$ cat src/rtl/jpeg_block_sequencer_if.sv
//==============================================================================
// Module      : jpeg_block_sequencer_if
// Description : Handshake and strobe bundle between the block sequencer and
//               the encoder datapath / its controller.
// Revision    : 1.0
//==============================================================================
`default_nettype none

interface jpeg_block_sequencer_if;
    logic        blk_start;
    logic        blk_abort;
    logic        huff_done;
    logic        blk_ready;
    logic        busy;
    logic        input_enable;
    logic        dct_enable;
    logic        dct_end_enable;
    logic [7:0]  matrix_row;
    logic        zigzag_input_enable;
    logic        zigag_enable;
    logic        Huffman_start;
    logic        blk_done;
    logic        err_timeout;
    logic [15:0] blk_count;
    logic [3:0]  state_out;

    modport master (
        output blk_start, blk_abort, huff_done,
        input  blk_ready, busy, input_enable, dct_enable, dct_end_enable,
               matrix_row, zigzag_input_enable, zigag_enable, Huffman_start,
               blk_done, err_timeout, blk_count, state_out
    );

    modport slave (
        input  blk_start, blk_abort, huff_done,
        output blk_ready, busy, input_enable, dct_enable, dct_end_enable,
               matrix_row, zigzag_input_enable, zigag_enable, Huffman_start,
               blk_done, err_timeout, blk_count, state_out
    );
endinterface

`default_nettype wire

$ cat src/rtl/jpeg_block_sequencer.sv
//==============================================================================
// Module      : jpeg_block_sequencer
// Description : Steps one 8x8 block through load, DCT, capture, quantize rows,
//               zigzag scan and Huffman encode, with abort and Huffman timeout.
// Revision    : 1.0
//==============================================================================
`default_nettype none

module jpeg_block_sequencer #(
    parameter int DCT_CYCLES    = 8,
    parameter int DCT_LATENCY   = 2,
    parameter int QUANT_LATENCY = 1,
    parameter int HUFF_TIMEOUT  = 1024
) (
    input  logic                         clock,
    input  logic                         reset,
    jpeg_block_sequencer_if.slave        bus
);

    typedef enum logic [3:0] {
        ST_IDLE      = 4'd0,
        ST_LOAD      = 4'd1,
        ST_DCT       = 4'd2,
        ST_DCT_WAIT  = 4'd3,
        ST_DCT_CAP   = 4'd4,
        ST_QROW      = 4'd5,
        ST_ZIGZAG    = 4'd6,
        ST_HUFF      = 4'd7,
        ST_HUFF_WAIT = 4'd8,
        ST_DONE      = 4'd9
    } state_e;

    localparam logic [15:0] C_DCT_LAST  = 16'(DCT_CYCLES - 1);
    localparam logic [15:0] C_WAIT_LAST = 16'(DCT_LATENCY - 1);
    localparam logic [15:0] C_SLOT_LAST = 16'(QUANT_LATENCY);
    localparam logic [15:0] C_TIMEOUT   = 16'(HUFF_TIMEOUT);

    state_e      state_q, state_d;
    logic [15:0] cnt_q, cnt_d;
    logic [2:0]  row_q, row_d;
    logic        err_q, err_d;
    logic [15:0] blk_count_q, blk_count_d;

    logic        blk_ready_q, blk_ready_d;
    logic        busy_q, busy_d;
    logic        input_enable_q, input_enable_d;
    logic        dct_enable_q, dct_enable_d;
    logic        dct_end_enable_q, dct_end_enable_d;
    logic [7:0]  matrix_row_q, matrix_row_d;
    logic        zz_in_q, zz_in_d;
    logic        zigag_q, zigag_d;
    logic        huff_start_q, huff_start_d;
    logic        blk_done_q, blk_done_d;
    logic [3:0]  state_out_q, state_out_d;

    always_comb begin
        state_d     = state_q;
        cnt_d       = cnt_q;
        row_d       = row_q;
        err_d       = err_q;
        blk_count_d = blk_count_q;

        case (state_q)
            ST_IDLE: begin
                if (bus.blk_start) begin
                    state_d = ST_LOAD;
                    err_d   = 1'b0;
                    cnt_d   = 16'd0;
                end
            end
            ST_LOAD: begin
                state_d = ST_DCT;
                cnt_d   = 16'd0;
            end
            ST_DCT: begin
                if (cnt_q == C_DCT_LAST) begin
                    cnt_d   = 16'd0;
                    state_d = (DCT_LATENCY == 0) ? ST_DCT_CAP : ST_DCT_WAIT;
                end else begin
                    cnt_d = cnt_q + 16'd1;
                end
            end
            ST_DCT_WAIT: begin
                if (cnt_q == C_WAIT_LAST) begin
                    cnt_d   = 16'd0;
                    state_d = ST_DCT_CAP;
                end else begin
                    cnt_d = cnt_q + 16'd1;
                end
            end
            ST_DCT_CAP: begin
                state_d = ST_QROW;
                row_d   = 3'd0;
                cnt_d   = 16'd0;
            end
            ST_QROW: begin
                // cnt walks the cycles of one row slot; row advances at slot end
                if (cnt_q == C_SLOT_LAST) begin
                    cnt_d = 16'd0;
                    if (row_q == 3'd7) begin
                        row_d   = 3'd0;
                        state_d = ST_ZIGZAG;
                    end else begin
                        row_d = row_q + 3'd1;
                    end
                end else begin
                    cnt_d = cnt_q + 16'd1;
                end
            end
            ST_ZIGZAG: begin
                state_d = ST_HUFF;
            end
            ST_HUFF: begin
                state_d = ST_HUFF_WAIT;
                cnt_d   = 16'd0;
            end
            ST_HUFF_WAIT: begin
                if (bus.huff_done) begin
                    state_d     = ST_DONE;
                    blk_count_d = blk_count_q + 16'd1;
                end else if (cnt_q == C_TIMEOUT) begin
                    state_d     = ST_DONE;
                    err_d       = 1'b1;
                    blk_count_d = blk_count_q + 16'd1;
                end else begin
                    cnt_d = cnt_q + 16'd1;
                end
            end
            ST_DONE: begin
                state_d = ST_IDLE;
            end
            default: begin
                state_d = ST_IDLE;
            end
        endcase

        if (bus.blk_abort && (state_q != ST_IDLE)) begin
            state_d     = ST_IDLE;
            cnt_d       = 16'd0;
            row_d       = 3'd0;
            err_d       = err_q;
            blk_count_d = blk_count_q;
        end

        // Outputs decode the next state so they land in the same register stage
        blk_ready_d      = (state_d == ST_IDLE);
        busy_d           = (state_d != ST_IDLE);
        input_enable_d   = (state_d == ST_LOAD);
        dct_enable_d     = (state_d == ST_DCT);
        dct_end_enable_d = (state_d == ST_DCT_CAP);
        matrix_row_d     = (state_d == ST_QROW) ? {5'd0, row_d} : 8'd0;
        zz_in_d          = (state_d == ST_QROW) && (cnt_d == C_SLOT_LAST);
        zigag_d          = (state_d == ST_ZIGZAG);
        huff_start_d     = (state_d == ST_HUFF);
        blk_done_d       = (state_d == ST_DONE);
        state_out_d      = state_d;
    end

    always_ff @(posedge clock) begin
        if (reset) begin
            state_q          <= ST_IDLE;
            cnt_q            <= 16'd0;
            row_q            <= 3'd0;
            err_q            <= 1'b0;
            blk_count_q      <= 16'd0;
            blk_ready_q      <= 1'b1;
            busy_q           <= 1'b0;
            input_enable_q   <= 1'b0;
            dct_enable_q     <= 1'b0;
            dct_end_enable_q <= 1'b0;
            matrix_row_q     <= 8'd0;
            zz_in_q          <= 1'b0;
            zigag_q          <= 1'b0;
            huff_start_q     <= 1'b0;
            blk_done_q       <= 1'b0;
            state_out_q      <= 4'd0;
        end else begin
            state_q          <= state_d;
            cnt_q            <= cnt_d;
            row_q            <= row_d;
            err_q            <= err_d;
            blk_count_q      <= blk_count_d;
            blk_ready_q      <= blk_ready_d;
            busy_q           <= busy_d;
            input_enable_q   <= input_enable_d;
            dct_enable_q     <= dct_enable_d;
            dct_end_enable_q <= dct_end_enable_d;
            matrix_row_q     <= matrix_row_d;
            zz_in_q          <= zz_in_d;
            zigag_q          <= zigag_d;
            huff_start_q     <= huff_start_d;
            blk_done_q       <= blk_done_d;
            state_out_q      <= state_out_d;
        end
    end

    assign bus.blk_ready           = blk_ready_q;
    assign bus.busy                = busy_q;
    assign bus.input_enable        = input_enable_q;
    assign bus.dct_enable          = dct_enable_q;
    assign bus.dct_end_enable      = dct_end_enable_q;
    assign bus.matrix_row          = matrix_row_q;
    assign bus.zigzag_input_enable = zz_in_q;
    assign bus.zigag_enable        = zigag_q;
    assign bus.Huffman_start       = huff_start_q;
    assign bus.blk_done            = blk_done_q;
    assign bus.err_timeout         = err_q;
    assign bus.blk_count           = blk_count_q;
    assign bus.state_out           = state_out_q;

endmodule

`default_nettype wire
$ cat src/flat_wrapper.sv
// flat-port wrapper written by rule: the top's interface ports become plain ports
module jpeg_block_sequencer_flat 
#(
    parameter int DCT_CYCLES    = 8,
    parameter int DCT_LATENCY   = 2,
    parameter int QUANT_LATENCY = 1,
    parameter int HUFF_TIMEOUT  = 1024
)
  (clock, reset, bus_blk_start, bus_blk_abort, bus_huff_done, bus_blk_ready, bus_busy, bus_input_enable, bus_dct_enable, bus_dct_end_enable, bus_matrix_row, bus_zigzag_input_enable, bus_zigag_enable, bus_Huffman_start, bus_blk_done, bus_err_timeout, bus_blk_count, bus_state_out);
  jpeg_block_sequencer_if bus_i ();
  input  logic clock;
  input  logic reset;
  input wire logic [$bits(bus_i.blk_start)-1:0] bus_blk_start;
  input wire logic [$bits(bus_i.blk_abort)-1:0] bus_blk_abort;
  input wire logic [$bits(bus_i.huff_done)-1:0] bus_huff_done;
  output wire logic [$bits(bus_i.blk_ready)-1:0] bus_blk_ready;
  output wire logic [$bits(bus_i.busy)-1:0] bus_busy;
  output wire logic [$bits(bus_i.input_enable)-1:0] bus_input_enable;
  output wire logic [$bits(bus_i.dct_enable)-1:0] bus_dct_enable;
  output wire logic [$bits(bus_i.dct_end_enable)-1:0] bus_dct_end_enable;
  output wire logic [$bits(bus_i.matrix_row)-1:0] bus_matrix_row;
  output wire logic [$bits(bus_i.zigzag_input_enable)-1:0] bus_zigzag_input_enable;
  output wire logic [$bits(bus_i.zigag_enable)-1:0] bus_zigag_enable;
  output wire logic [$bits(bus_i.Huffman_start)-1:0] bus_Huffman_start;
  output wire logic [$bits(bus_i.blk_done)-1:0] bus_blk_done;
  output wire logic [$bits(bus_i.err_timeout)-1:0] bus_err_timeout;
  output wire logic [$bits(bus_i.blk_count)-1:0] bus_blk_count;
  output wire logic [$bits(bus_i.state_out)-1:0] bus_state_out;
  assign bus_i.blk_start = bus_blk_start;
  assign bus_i.blk_abort = bus_blk_abort;
  assign bus_i.huff_done = bus_huff_done;
  assign bus_blk_ready = bus_i.blk_ready;
  assign bus_busy = bus_i.busy;
  assign bus_input_enable = bus_i.input_enable;
  assign bus_dct_enable = bus_i.dct_enable;
  assign bus_dct_end_enable = bus_i.dct_end_enable;
  assign bus_matrix_row = bus_i.matrix_row;
  assign bus_zigzag_input_enable = bus_i.zigzag_input_enable;
  assign bus_zigag_enable = bus_i.zigag_enable;
  assign bus_Huffman_start = bus_i.Huffman_start;
  assign bus_blk_done = bus_i.blk_done;
  assign bus_err_timeout = bus_i.err_timeout;
  assign bus_blk_count = bus_i.blk_count;
  assign bus_state_out = bus_i.state_out;
  jpeg_block_sequencer #(.DCT_CYCLES(DCT_CYCLES), .DCT_LATENCY(DCT_LATENCY), .QUANT_LATENCY(QUANT_LATENCY), .HUFF_TIMEOUT(HUFF_TIMEOUT)) u_core (.clock(clock), .reset(reset), .bus(bus_i));
endmodule
$ cat config.mk
export PLATFORM = sky130hd
export DESIGN_NAME = jpeg_block_sequencer_flat
export DESIGN_NICKNAME = d
export VERILOG_FILES = /design/src/rtl/jpeg_block_sequencer_if.sv /design/src/rtl/jpeg_block_sequencer.sv /design/src/flat_wrapper.sv
export SDC_FILE = /design/constraint.sdc
export NUM_CORES = 1
export LEC_CHECK = 0
export ABC_AREA = 1
export ABC_CLOCK_PERIOD_IN_PS = 2220
export CAP_MARGIN = 5
export CORE_UTILIZATION = 35
export CTS_CLUSTER_DIAMETER = 150
export CTS_CLUSTER_SIZE = 8
export DETAILED_ROUTE_END_ITERATION = 8
export GPL_ROUTABILITY_DRIVEN = 0
export PLACE_DENSITY_LB_ADDON = 0.15
export REMOVE_ABC_BUFFERS = 1
export SLEW_MARGIN = 0
export SYNTH_ARGS = -nofsm -noshare
export SYNTH_HDL_FRONTEND = slang
export SYNTH_SLANG_ARGS = --single-unit
export TNS_END_PERCENT = 50
$ cat constraint.sdc
create_clock -name clock -period 2.22 [get_ports clock]
set_clock_uncertainty 0.05 [all_clocks]
set_input_delay 0.333 -clock clock [delete_from_list [all_inputs] [get_ports clock]]
set_output_delay 0.333 -clock clock [all_outputs]
set_load 0.005 [all_outputs]
== Word level (Yosys, flattened, before mapping) ==
Index checks and enable logic that the tools add are counted.

* Add/subtract/negate cells: 3
* Eq/ne operators: 23
* Muxes and demuxes: 26
* Bitwise logic cells: 2
* Reduce and logical (&&, ||, !) cells: 13

{| class="wikitable"
|+ Operators by type and width
! operator !! number
|-
| $mux 16 || 8
|-
| $pmux 16 s5 || 1
|-
| $pmux 4 s9 || 1
|-
| $add 16x1->16 const B || 2
|-
| $eq 16x1->1 const B || 2
|-
| $eq 4x3->1 const B || 8
|-
| $mux 4 || 8
|-
| $eq 16x11->1 const B || 1
|-
| $eq 16x3->1 const B || 1
|-
| $eq 4x2->1 const B || 3
|-
| $mux 3 || 3
|-
| $eq 4x1->1 const B || 2
|-
| $eq 4x4->1 const B || 2
|-
| $logic_not 4->1 || 2
|-
| $reduce_bool 4->1 || 2
|-
| $pmux 3 s2 || 1
|-
| $reduce_and 5->1 || 1
|-
| $ne 2x2->1 const B || 2
|-
| $reduce_bool 2->1 || 2
|-
| $reduce_or 2->1 || 2
|-
| $add 3x1->3 const B || 1
|-
| $eq 3x3->1 const B || 1
|-
| $mux 1 || 3
|-
| $reduce_and 3->1 || 1
|-
| other kinds (5) || 7
|}

* Register bits: 57
* Output and inout bits: 38
* Logic and storage cells: 83

== Longest topological paths before layout ==
* Depth after elaboration: 8
* Mapped depth: 16
* Mapped depth without buffers: 16

== Worst setup path after synthesis ==
Ideal clock, no wire load.

* Path kind: reg-to-reg
* From: register u_core.cnt_q[0]
* To: register u_core.zz_in_q (netlist: u_core.bus.zigzag_input_enable)
* Library setup time: 110 ps
* Data arrival time: 1677 ps
* Required time: 2060 ps
* Setup slack: 383 ps
* Cell stages (with the launch flop): 14
* Buffers on the path: 0
* Clock period less this slack: 1837 ps
* Cell sequence: dfxtp_1 ha_1 nand2_1 nor2_1 nand2_1 xor2_1 nand2_1 o21ai_0 o21ai_0 nor2_1 nand3_1 nand2_1 inv_1 nor2_1

* Longest elaborated chain between the ends: 7

{| class="wikitable"
|+ RTL lines
! element !! line !! source
|-
| start, declared || jpeg_block_sequencer.sv:39 || <nowiki>logic [15:0] cnt_q, cnt_d;</nowiki>
|-
| start signal, assigned || jpeg_block_sequencer.sv:179 || <nowiki>cnt_q <= cnt_d;</nowiki>
|-
| $add 16x1->16 / $eq 16x11->1 (equally long branches) || n/a ||
|-
| $mux 16 / $mux 4 (equally long branches) || jpeg_block_sequencer.sv:121 || <nowiki>end else if (cnt_q == C_TIMEOUT) begin</nowiki>
|-
| $mux 16 / $mux 4 (equally long branches) || jpeg_block_sequencer.sv:118 || <nowiki>if (bus.huff_done) begin</nowiki>
|-
| $pmux 16 s5 / $pmux 4 s9 (equally long branches) || jpeg_block_sequencer.sv:63 || <nowiki>case (state_q)</nowiki>
|-
| $mux 16 / $mux 4 (equally long branches) || jpeg_block_sequencer.sv:137 || <nowiki>if (bus.blk_abort && (state_q != ST_IDLE)) begin</nowiki>
|-
| $eq 16x1->1 / $eq 4x3->1 (equally long branches) || jpeg_block_sequencer.sv:152 || <nowiki>zz_in_d = (state_d == ST_QROW) && (cnt_d == C_SLOT_LAST);</nowiki>
|-
| $logic_and 1x1->1 (*) || jpeg_block_sequencer.sv:152 ||
|-
| end signal, assigned || jpeg_block_sequencer.sv:189 || <nowiki>zz_in_q <= zz_in_d;</nowiki>
|-
| end, declared || jpeg_block_sequencer.sv:50 || <nowiki>logic zz_in_q, zz_in_d;</nowiki>
|}

Every way passes the cells marked *; elsewhere a longest branch is shown, timed or not.
A chain may end at the register's enable or synchronous reset.

== Worst setup path in the final report ==
* From: register u_core.cnt_q[14]
* To: register u_core.blk_count_q[4] (netlist: u_core.bus.blk_count[4])

* Longest elaborated chain between the ends: 3

{| class="wikitable"
|+ RTL lines
! element !! line !! source
|-
| $eq 16x11->1 || jpeg_block_sequencer.sv:121 ||
|-
| $reduce_bool 2->1 (no source line) || n/a ||
|-
| $reduce_and 3->1 (no source line) || n/a ||
|-
| end signal, assigned || jpeg_block_sequencer.sv:182 || <nowiki>blk_count_q <= blk_count_d;</nowiki>
|-
| end, declared || jpeg_block_sequencer.sv:42 || <nowiki>logic [15:0] blk_count_q, blk_count_d;</nowiki>
|}

No other way between the ends.

==> reports/qor.yml <==
nets: 575
coreArea_um2: 8848
hp-class: "reg -> reg"
cts-root-buf: "clkbuf_8"
outcome: "complete, but fails checks"
drive_above_1_share: 0.1345
ios: 43
routedWlPerCell_um: 13.21
drt_wl_total_mm: 8.887
switchingPower_mw: 0.5365
dp_slack_ps: 62.69
async_flop_share: 0
avgSynthCellArea_um2: 6.442
p_int_mw: 1.389
dieArea_um2: 9685
start_util: 0.3676
dr.first_iter.drc_count: 289
area_delta_synth_final_pct: 25.69
cts_max_level: 2
cts_buffer_depth: 2
peakVddDrop_v: 0.0002621
synth_seq_cells: 52
drc_errors: 1
p_per_area_nw_per_um2: 471.0
p_leak_nw: 1.871
die_w_um: 98.41
clk_pin_slew_ps: 110
clockPowerShare: 0.356
dr.pass1.iters: 8
grt_max_degree: 20
fin_ws_ps: 168.8
clock_latency_ps: 320
cts_sinks: 52
ant_nets: 0
die_h_um: 98.41
dp_hpwl_mm: 6.730
yosysSeqAreaShare: 0.3200
cap_violations: 0
cts-buffers-inserted: 5
rows: 34
final_util: 0.4621
netlist_area_um2: 3253
holdBufCountCts: 0
critPathKind: "reg -> reg"
cts_tree: "built"
synthCells: 505
antenna_found_initial: 0
ys_warn_count: 0
grt_pass1_wl_mm: 14.95
num_antenna_cells: 0
fmax_ghz: 0.4875
grt_pass1_vias: 3233
cp_max_fo: 7
failed_checks: "DRC"
worstPathRequired_ps: 2380
portBuffers: 37
drv_slew: 0
start_kind: "register"
finalSetupViolCount: 0
synth_edf_count: 0
viasPerCell: 4.969
power_mw: 1.926
final_area_um2: 4089
dr_total_vias: 3344
power_frac_comb: 0.142
grt_overflow_total: 0
ys.flop_type: "dfxtp_1"
crit_arrival_ps: 2220
period_share: 0.9240
rsz0062_at_grt: "yes"
p_seq_frac: 0.501
post-route-min-period_ps: 2051
synth.distinct_cells: 40
end_kind: "register"
switching_share: 0.2786
hold_violations: 0
grt_usage: 0.1905
postPlaceCellArea_um2: 3834
## path summary, 6_finish.rpt
| path | start | endpoint | slack, ps | depth (start not counted) |
|---|---|---|---|---|
| max | u_core.cnt_q[14] | u_core.bus.blk_count[4] | 170 | 12 |
| min | u_core.bus.blk_count[12] | u_core.bus.blk_count[12] | 440 | 2 |
| max reg2reg | u_core.cnt_q[14] | u_core.bus.blk_count[4] | 170 | 12 |
| min reg2reg | u_core.bus.blk_count[12] | u_core.bus.blk_count[12] | 440 | 2 |
## synth_stat cells (2+ instances only)
cell type  count  area [µm²]
a21oi_1       17       85.08
buf_2          3       15.01
buf_4          5       37.54
clkbuf_1       5       18.77
dfxtp_1       52        1041
ha_1           6       75.07
inv_1         62       232.7
inv_2          6       22.52
nand2_1      130       488.0
nand2_2        4       25.02
nand2_4        2       22.52
nand3_1       49       245.2
nand3_2        2       20.02
nand4_1        8       50.05
nor2_1        78       292.8
nor2_2         3       18.77
nor2_4         5       56.30
nor3_1         7       35.03
nor3b_1        2       15.01
nor4_1         2       12.51
o211a_1        2       20.02
o211ai_1      10       75.07
o21ai_0       20       100.1
o21bai_1       5       37.54
xor2_1         5       43.79
## state kept, by name (all words and copies together), names as in the netlist, 3 cells and up
| name | count |
|---|---|
| u_core.bus.state_out | 4 |
| u_core.row_q | 3 |
| u_core.bus.matrix_row | 3 |
| u_core.bus.blk_count | 16 |
| u_core.cnt_q | 16 |
## logic make-up (layout without fill, tap and decap cells)
kind of cell | Yosys count | after routing | share of synthesized area
other | 1 | 5 | 0.001153
adder cells (fa/ha/maj) | 6 | 6 | 0.02308
AND/OR/NAND/NOR | 297 | 297 | 0.4173
flip-flops | 52 | 52 | 0.3200
XOR/XNOR | 6 | 6 | 0.01615
AO/OA/AOI/OAI | 61 | 61 | 0.1185
buffers and inverters | 82 | 138 | 0.1038
## final cells by class
| type | instances | area [µm²] |
|---|---|---|
| Fill cell | 923 | 4760 |
| Timing Repair Buffer | 62 | 558.0 |
| Tap cell | 108 | 135.1 |
| Inverter | 68 | 257.7 |
| Sequential cell | 52 | 1050 |
| Clock buffer | 5 | 68.82 |
| Clock inverter | 3 | 46.29 |
| Multi-Input combinational cell | 375 | 1973 |
## worst max-delay path, stage by stage (launching register included)
cell      delay (ps)
dfxtp_1          360
nor2_1           140
nand2_2          120
nor2_4           160
nand2_2          110
nand2_4          120
nand2_8           70
nor2_8           190
buf_4            140
inv_2             60
nor3_4           150
nand2_1           70
a221oi_1         230
## through the flow
step / hold slack (ps) / setup TNS (ps) / cells
6_report: 444.3 / 0 / 673
5_1_grt: 470.2 / -10.09 / 673
4_1_cts: 437.5 / 0 / 667
3_5_place_dp: 420.4 / 0 / 659
3_3_place_gp: 400.5 / 0 / 659
2_1_floorplan: 352.1 / 0 / 495
## metal layers
| metal | share of wire | global-route usage | up-vias |
|---|---|---|---|
| li1 | - | - | 1728 |
| met1 | 0.49 | 0.2553 | 1529 |
| met2 | 0.45 | 0.3061 | 79 |
| met3 | 0.049 | 0.03404 | 8 |
| met4 | 0.014 | 0.07233 | 0 |
| met5 | 0 | 0 | - |
## placed cells by master (no fill, tap or decap), types with 2 or more instances in the layout
| cell type | n |
|---|---|
| nand4_1 | 8 |
| buf_4 | 25 |
| nor2_4 | 7 |
| ha_4 | 2 |
| o21ai_1 | 2 |
| nor3_1 | 7 |
| o211ai_1 | 10 |
| nand3_1 | 49 |
| nand2_2 | 5 |
| a21oi_1 | 16 |
| inv_1 | 60 |
| conb_1 | 5 |
| nor2_1 | 74 |
| nor3b_1 | 2 |
| nand2_1 | 129 |
| clkbuf_8 | 5 |
| ha_1 | 4 |
| inv_2 | 7 |
| nand3_4 | 2 |
| clkdlybuf4s50_1 | 37 |
| nor2_2 | 5 |
| nor4_1 | 2 |
| o21bai_1 | 5 |
| o21ai_0 | 19 |
| xor2_1 | 5 |
| o211a_1 | 2 |
| dfxtp_1 | 49 |
| dfxtp_4 | 2 |
## power groups by stage
| stage | Combinational [mW] | Clock, mW | Sequential (mW) |
|---|---|---|---|
| detailed placement | 0.265 | 0 | 0.985 |
| floorplan | 0.153 | 0 | 0.983 |
| global placement | 0.265 | 0 | 0.985 |
| CTS | 0.267 | 0.705 | 0.964 |
| finish | 0.274 | 0.686 | 0.965 |
| global route | 0.306 | 0.739 | 0.969 |
## repair_timing
item	4_1_cts	5_1_grt
gates resized for setup	0	25
setup endpoints to repair	0	9
setup buffers	0	7
Note: power is estimated with default switching activity, not from simulation.
